$ cat src/rtl/div_sched.sv
// div_sched: round-robin scheduler sharing one clock divider between two requesters.
//
// A granted requester has the divider programmed to its ratio and held in clear for
// CLR_CYC cycles, then the divider runs until npulse rising edges of div_q have been
// seen, and a one-cycle done pulse is returned. Illegal grants (ratio < 2 or
// npulse == 0) complete immediately with err and never release the divider clear.
//
// Ports:
//   clk               system clock, rising edge
//   clear_n           synchronous active-low reset
//   req[1:0]          level request per requester, held until done or abort
//   ratio0/ratio1     divide ratio per requester, sampled at grant
//   npulse0/npulse1   div_q rising edges to run per requester, sampled at grant
//   gnt[1:0]          registered one-hot grant
//   done[1:0]         one-cycle completion pulse for the granted requester
//   err               high with done when the grant was illegal
//   busy              high in any state other than idle
//   div_clear         divider clear (active-high)
//   div[2:0]          divider ratio
//   div_q             divider output, synchronous to clk
module div_sched #(
    parameter int unsigned CNT_W   = 8,
    parameter int unsigned CLR_CYC = 2
) (
    input  logic             clk,
    input  logic             clear_n,
    input  logic [1:0]       req,
    input  logic [2:0]       ratio0,
    input  logic [2:0]       ratio1,
    input  logic [CNT_W-1:0] npulse0,
    input  logic [CNT_W-1:0] npulse1,
    output logic [1:0]       gnt,
    output logic [1:0]       done,
    output logic             err,
    output logic             busy,
    output logic             div_clear,
    output logic [2:0]       div,
    input  logic             div_q
);

    localparam int unsigned CLR_W = $clog2(CLR_CYC + 1);

    typedef enum logic [1:0] {StIdle, StClr, StRun, StDone} state_e;

    state_e             state_q, state_d;
    logic [1:0]         gnt_q, gnt_d;
    logic [1:0]         done_q, done_d;
    logic               err_q, err_d;
    logic               busy_q, busy_d;
    logic               div_clear_q, div_clear_d;
    logic [2:0]         div_val_q, div_val_d;
    logic               sel_q, sel_d;
    logic               rr_q, rr_d;
    logic               bad_q, bad_d;
    logic               qd_q, qd_d;
    logic [CLR_W-1:0]   clr_cnt_q, clr_cnt_d;
    logic [CNT_W-1:0]   cnt_q, cnt_d;
    logic [CNT_W-1:0]   npulse_q, npulse_d;

    logic               pick;
    logic [2:0]         pick_ratio;
    logic [CNT_W-1:0]   pick_np;
    logic               edge_det;
    logic               last_edge;

    always_comb begin
        pick       = req[rr_q] ? rr_q : ~rr_q;
        pick_ratio = pick ? ratio1 : ratio0;
        pick_np    = pick ? npulse1 : npulse0;
        edge_det   = div_q & ~qd_q;
        // npulse_q >= 1 once running, so the subtraction cannot underflow and the
        // counter stops at npulse_q without ever wrapping.
        last_edge  = (cnt_q == npulse_q - CNT_W'(1));
    end

    always_comb begin
        state_d     = state_q;
        gnt_d       = gnt_q;
        done_d      = 2'b00;
        err_d       = 1'b0;
        div_clear_d = div_clear_q;
        div_val_d   = div_val_q;
        sel_d       = sel_q;
        rr_d        = rr_q;
        bad_d       = bad_q;
        clr_cnt_d   = clr_cnt_q;
        cnt_d       = cnt_q;
        npulse_d    = npulse_q;
        // Held low while the divider is in clear so a q already high at run entry
        // is seen as an edge.
        qd_d        = div_clear_q ? 1'b0 : div_q;

        unique case (state_q)
            StIdle: begin
                div_clear_d = 1'b1;
                if (req != 2'b00) begin
                    sel_d     = pick;
                    gnt_d     = pick ? 2'b10 : 2'b01;
                    div_val_d = pick_ratio;
                    npulse_d  = pick_np;
                    bad_d     = (pick_ratio < 3'd2) || (pick_np == '0);
                    clr_cnt_d = CLR_W'(1);
                    cnt_d     = '0;
                    state_d   = StClr;
                end
            end
            StClr: begin
                if (!req[sel_q]) begin
                    state_d     = StIdle;
                    gnt_d       = 2'b00;
                    div_clear_d = 1'b1;
                    rr_d        = ~sel_q;
                end else if (bad_q) begin
                    // Illegal grant completes one cycle after the grant, clear kept high.
                    state_d = StDone;
                    done_d  = gnt_q;
                    err_d   = 1'b1;
                end else if (clr_cnt_q == CLR_W'(CLR_CYC)) begin
                    state_d     = StRun;
                    div_clear_d = 1'b0;
                end else begin
                    clr_cnt_d = clr_cnt_q + CLR_W'(1);
                end
            end
            StRun: begin
                if (!req[sel_q]) begin
                    state_d     = StIdle;
                    gnt_d       = 2'b00;
                    div_clear_d = 1'b1;
                    rr_d        = ~sel_q;
                end else if (edge_det) begin
                    cnt_d = cnt_q + CNT_W'(1);
                    if (last_edge) begin
                        state_d     = StDone;
                        done_d      = gnt_q;
                        div_clear_d = 1'b1;
                    end
                end
            end
            StDone: begin
                state_d     = StIdle;
                gnt_d       = 2'b00;
                div_clear_d = 1'b1;
                rr_d        = ~sel_q;
            end
            default: begin
                state_d = StIdle;
            end
        endcase

        busy_d = (state_d != StIdle);
    end

    always_ff @(posedge clk) begin
        if (!clear_n) begin
            state_q     <= StIdle;
            gnt_q       <= 2'b00;
            done_q      <= 2'b00;
            err_q       <= 1'b0;
            busy_q      <= 1'b0;
            div_clear_q <= 1'b1;
            div_val_q   <= 3'b010;
            sel_q       <= 1'b0;
            rr_q        <= 1'b0;
            bad_q       <= 1'b0;
            qd_q        <= 1'b0;
            clr_cnt_q   <= '0;
            cnt_q       <= '0;
            npulse_q    <= '0;
        end else begin
            state_q     <= state_d;
            gnt_q       <= gnt_d;
            done_q      <= done_d;
            err_q       <= err_d;
            busy_q      <= busy_d;
            div_clear_q <= div_clear_d;
            div_val_q   <= div_val_d;
            sel_q       <= sel_d;
            rr_q        <= rr_d;
            bad_q       <= bad_d;
            qd_q        <= qd_d;
            clr_cnt_q   <= clr_cnt_d;
            cnt_q       <= cnt_d;
            npulse_q    <= npulse_d;
        end
    end

    assign gnt       = gnt_q;
    assign done      = done_q;
    assign err       = err_q;
    assign busy      = busy_q;
    assign div_clear = div_clear_q;
    assign div       = div_val_q;

endmodule

$ cat config.mk
export PLATFORM = sky130hd
export DESIGN_NAME = div_sched
export DESIGN_NICKNAME = d
export VERILOG_FILES = /design/src/rtl/div_sched.sv
export SDC_FILE = /design/constraint.sdc
export NUM_CORES = 1
export LEC_CHECK = 0
export ABC_AREA = 1
export BUFFER_PORTS_ARGS = -buffer_cell sky130_fd_sc_hd__clkbuf_2
export CORE_MARGIN = 2
export CORE_UTILIZATION = 40
export DETAILED_ROUTE_END_ITERATION = 16
export GPL_TIMING_DRIVEN = 0
export SETUP_SLACK_MARGIN = 0.1
export SLEW_MARGIN = 25
export SYNTH_ARGS = -nofsm -noshare
export SYNTH_HDL_FRONTEND = slang
export SYNTH_SLANG_ARGS = --single-unit
export TNS_END_PERCENT = 30
$ cat constraint.sdc
create_clock -name clk -period 3.2 [get_ports clk]
set_input_delay 0.48 -clock clk [delete_from_list [all_inputs] [get_ports clk]]
set_output_delay 0.48 -clock clk [all_outputs]
set_load 0.05 [all_outputs]
==> summary.md <==
| Metric | Value |
|---|---|
| CTS Sinks | 34 |
| Initial antenna violation count | 0 |
| Sequential element share of the synthesized area | 33.2% |
| Clock latency on the worst-skew pair | 0.29 ns |
| Number of buffers created by CTS | 5 |
| PwrDens | 522 nW/um2 |
| Mapped Area | 2050 um2 |
| Critical path capture point type | flip-flop |
| Asr flop ratio synth | 0% |
| Number of endpoints failing setup at the final stage | 0 |
| Synth area leaders | dfxtp_1 33%, nand2_1 16%, inv_1 7.3% |
| Worst Path Required | 3.38 ns |
| Wire length after detailed routing | 4350 um |
| CTS clk-pin slew, worst paths | 0.07 ns |
| Fin cells | 420 |
| Post-Synthesis Net Count | 342 |
| Commonest register cell after synthesis | dfxtp_1 |
| Placed instance count | 412 |
| First-pass GRT wire length | 7470 um |
| Vias per cell | 4.58 |
| Crit-path max FO | 10 |
| Rows | 26 |
| Share of cells above drive strength 1 | 22.6% |
| Post-CTS Resized | 0 |
| Critical Path, Cell by Cell | inv_1, ha_1, inv_2, nor2_2, inv_1, clkbuf_1, o21ai_0, inv_1 |
| Worst Skew | 0.00284 ns |
| Worst hold path type | in2reg |
| Count of input and output buffers | 35 |
| Via count | 1922 |
| Setup TNS | 0 ns |
| Max IR drop VDD | 309 uV |
| Die height | 75.6 um |
| Post-CTS setup buffer count | 0 |
| Largest net degree at the start of global routing | 13 |
| Post-synth top area share | 33.2% |
| Count leader, synth | nand2_1 |
| Top Ports | 37 |
| Hold slack | 0.423 ns |
| Critical Path Most Common Cell | inv_1 |
| Final ANT Viol Nets | 0 |
| Synth cell count leaders | 86 x nand2_1, 40 x inv_1, 34 x dfxtp_1, 25 x a21oi_1, 17 x o21ai_0 |
| Tcrit/Tclk final | 58.9% |
| Crit Path Class | reg2reg |
| 1st-pass router iterations | 4 |
| Vias in the first global route | 1718 |
| RSZ-0062 raised after global routing | no |
| Clock Tree Buf Depth | 2 |
| Setup crit start kind | flip-flop |
| Root Buffer Master | clkbuf_8 |
| Slew Limit Fails | 0 |
| H-tree depth | 2 |
| Area grow syn2layout | 19.5% |
| Critical path's top delay family | buffers and inverters |
| Status | finished clean |
| TritonCTS clock tree | built |
| Synth warn | 0 |
| Initial DRC count | 75 |
| Avg Cell Area, Syn | 6.68 um2 |
| Die ar. | 5720 um2 |
| Yosys reg bits | 34 |
| Slowest CP cell | dfxtp_1 |
| Post-cts hold buffer count | 0 |
| Worst-Margin Slew | 0.494 ns |
| Slowest stage delay, CP | 0.36 ns |
| Syn Inst Count | 307 |
| Die Span X | 75.6 um |
| # diodes | 0 |
| Post-layout nets | 384 |
| Aggregate global routing overflow | 0 |
| Fin util | 48.6% |
| Initial cell density of the core | 40.7% |
| Arrival @ worst endpoint | 2.06 ns |
| Routability Congestion | 0.799 |
| Synth unique cells | 37 |
| Cell taking the most area after synthesis | dfxtp_1 |
| Final HPWL DP | 3550 um |
| Tmin final | 1.88 ns |
| Total power | 1.28 mW |
| Wire length per cell | 10.4 um |
| Max frequency | 531 MHz |
| Core area | 5040 um2 |
| EDFF count, synth | 0 |
| Relative slew slack | 67.1% |
| Buf/Inv on CP | 5 |
| Worst reg-to-reg setup slack | 1.32 ns |
| GRT Util Overall | 17.1% |
| # DRC | 0 |
| Leak | 1.23 nW |
| Final Hold Vio Count | 0 |
| Total of max-cap violations | 0 |
[sequential cells by signal, indices dropped and copies added, names as in the netlist]
| name | cells |
|---|---|
| div_clear | 1 |
| cnt_q | 8 |
| npulse_q | 8 |
| err | 1 |
| sel_q | 1 |
| state_q | 2 |
| clr_cnt_q | 2 |
| div | 3 |
| busy | 1 |
| bad_q | 1 |
| done | 2 |
| gnt | 2 |
| qd_q | 1 |
| rr_q | 1 |
[path summary, 6_finish.rpt]
check | from | endpoint | depth (start not counted)
max | state_q[1]$_SDFF_PN0_ | npulse_q[4]$_SDFFE_PN0P_ | 8
min reg2reg | clr_cnt_q[0]$_SDFFE_PN0P_ | clr_cnt_q[0]$_SDFFE_PN0P_ | 1
max reg2reg | state_q[1]$_SDFF_PN0_ | npulse_q[4]$_SDFFE_PN0P_ | 8
min | div_q | qd_q$_SDFF_PP0_ | 3
[report_power, final]
group	switching, mW	leakage, nW	internal [mW]
combinational	0.209	0.882	0.110
clock	0.168	0.0683	0.312
sequential	0.0251	0.279	0.456
[layout by cell type, fill, tap and decap left out, drive strengths merged]
master / count
nand2: 91
inv: 50
clkbuf: 42
dfxtp: 34
a21oi: 25
nor2: 24
o21ai: 22
nand3: 16
ha: 8
nor3: 5
xor2: 5
nor3b: 4
or2: 4
buf: 4
xnor2: 2
nand4: 2
nor4: 2
bufinv: 2
mux2i: 1
a31oi: 1
o31ai: 1
nand3b: 1
o22ai: 1
a211oi: 1
a22oi: 1
clkinv: 1
[layer usage]
metal  part of all wire (%)  up-vias  GRT usage, %  routed length, um
met4                    1.1        0          4.68                 48
met1                     50      836          22.4               2180
met2                     46       26          28.0               1990
li1                       -     1055             -                  -
met5                      0        -             0                  0
met3                    3.1        5          4.37                135
[cells by family (layout without fill, tap and decap cells)]
| kind of cell | Yosys count | count (layout) | synth area share, % |
|---|---|---|---|
| XOR/XNOR | 7 | 7 | 2.99 |
| AO/OA/AOI/OAI | 52 | 52 | 13.7 |
| buffers and inverters | 56 | 99 | 10.7 |
| AND/OR/NAND/NOR | 149 | 149 | 34.0 |
| flip-flops | 34 | 34 | 33.2 |
| multiplexers | 1 | 1 | 0.488 |
| adder cells (fa/ha/maj) | 8 | 8 | 4.88 |
[metrics by stage]
stage	area (um2)	setup WS (ns)
after CTS	2450	1.32
after global routing	2450	1.13
after floorplan	2050	1.64
after global placement	2310	1.37
final	2450	1.32
after detailed placement	2310	1.34
[worst min-delay path: stages]
cell,delay (ns)
clkbuf_2,0.08
inv_1,0.06
nor3_1,0.05
[area by class of cell]
class                           count  area [um2]
Clock buffer                        5        68.8
Multi-Input combinational cell    217        1150
Inverter                           50         188
Timing Repair Buffer               35         175
Sequential cell                    34         681
Tap cell                           70        87.6
Buffer                              6        32.5
Clock inverter                      3        68.8
Fill cell                         534        2590
(Power assumes the default switching activity.)
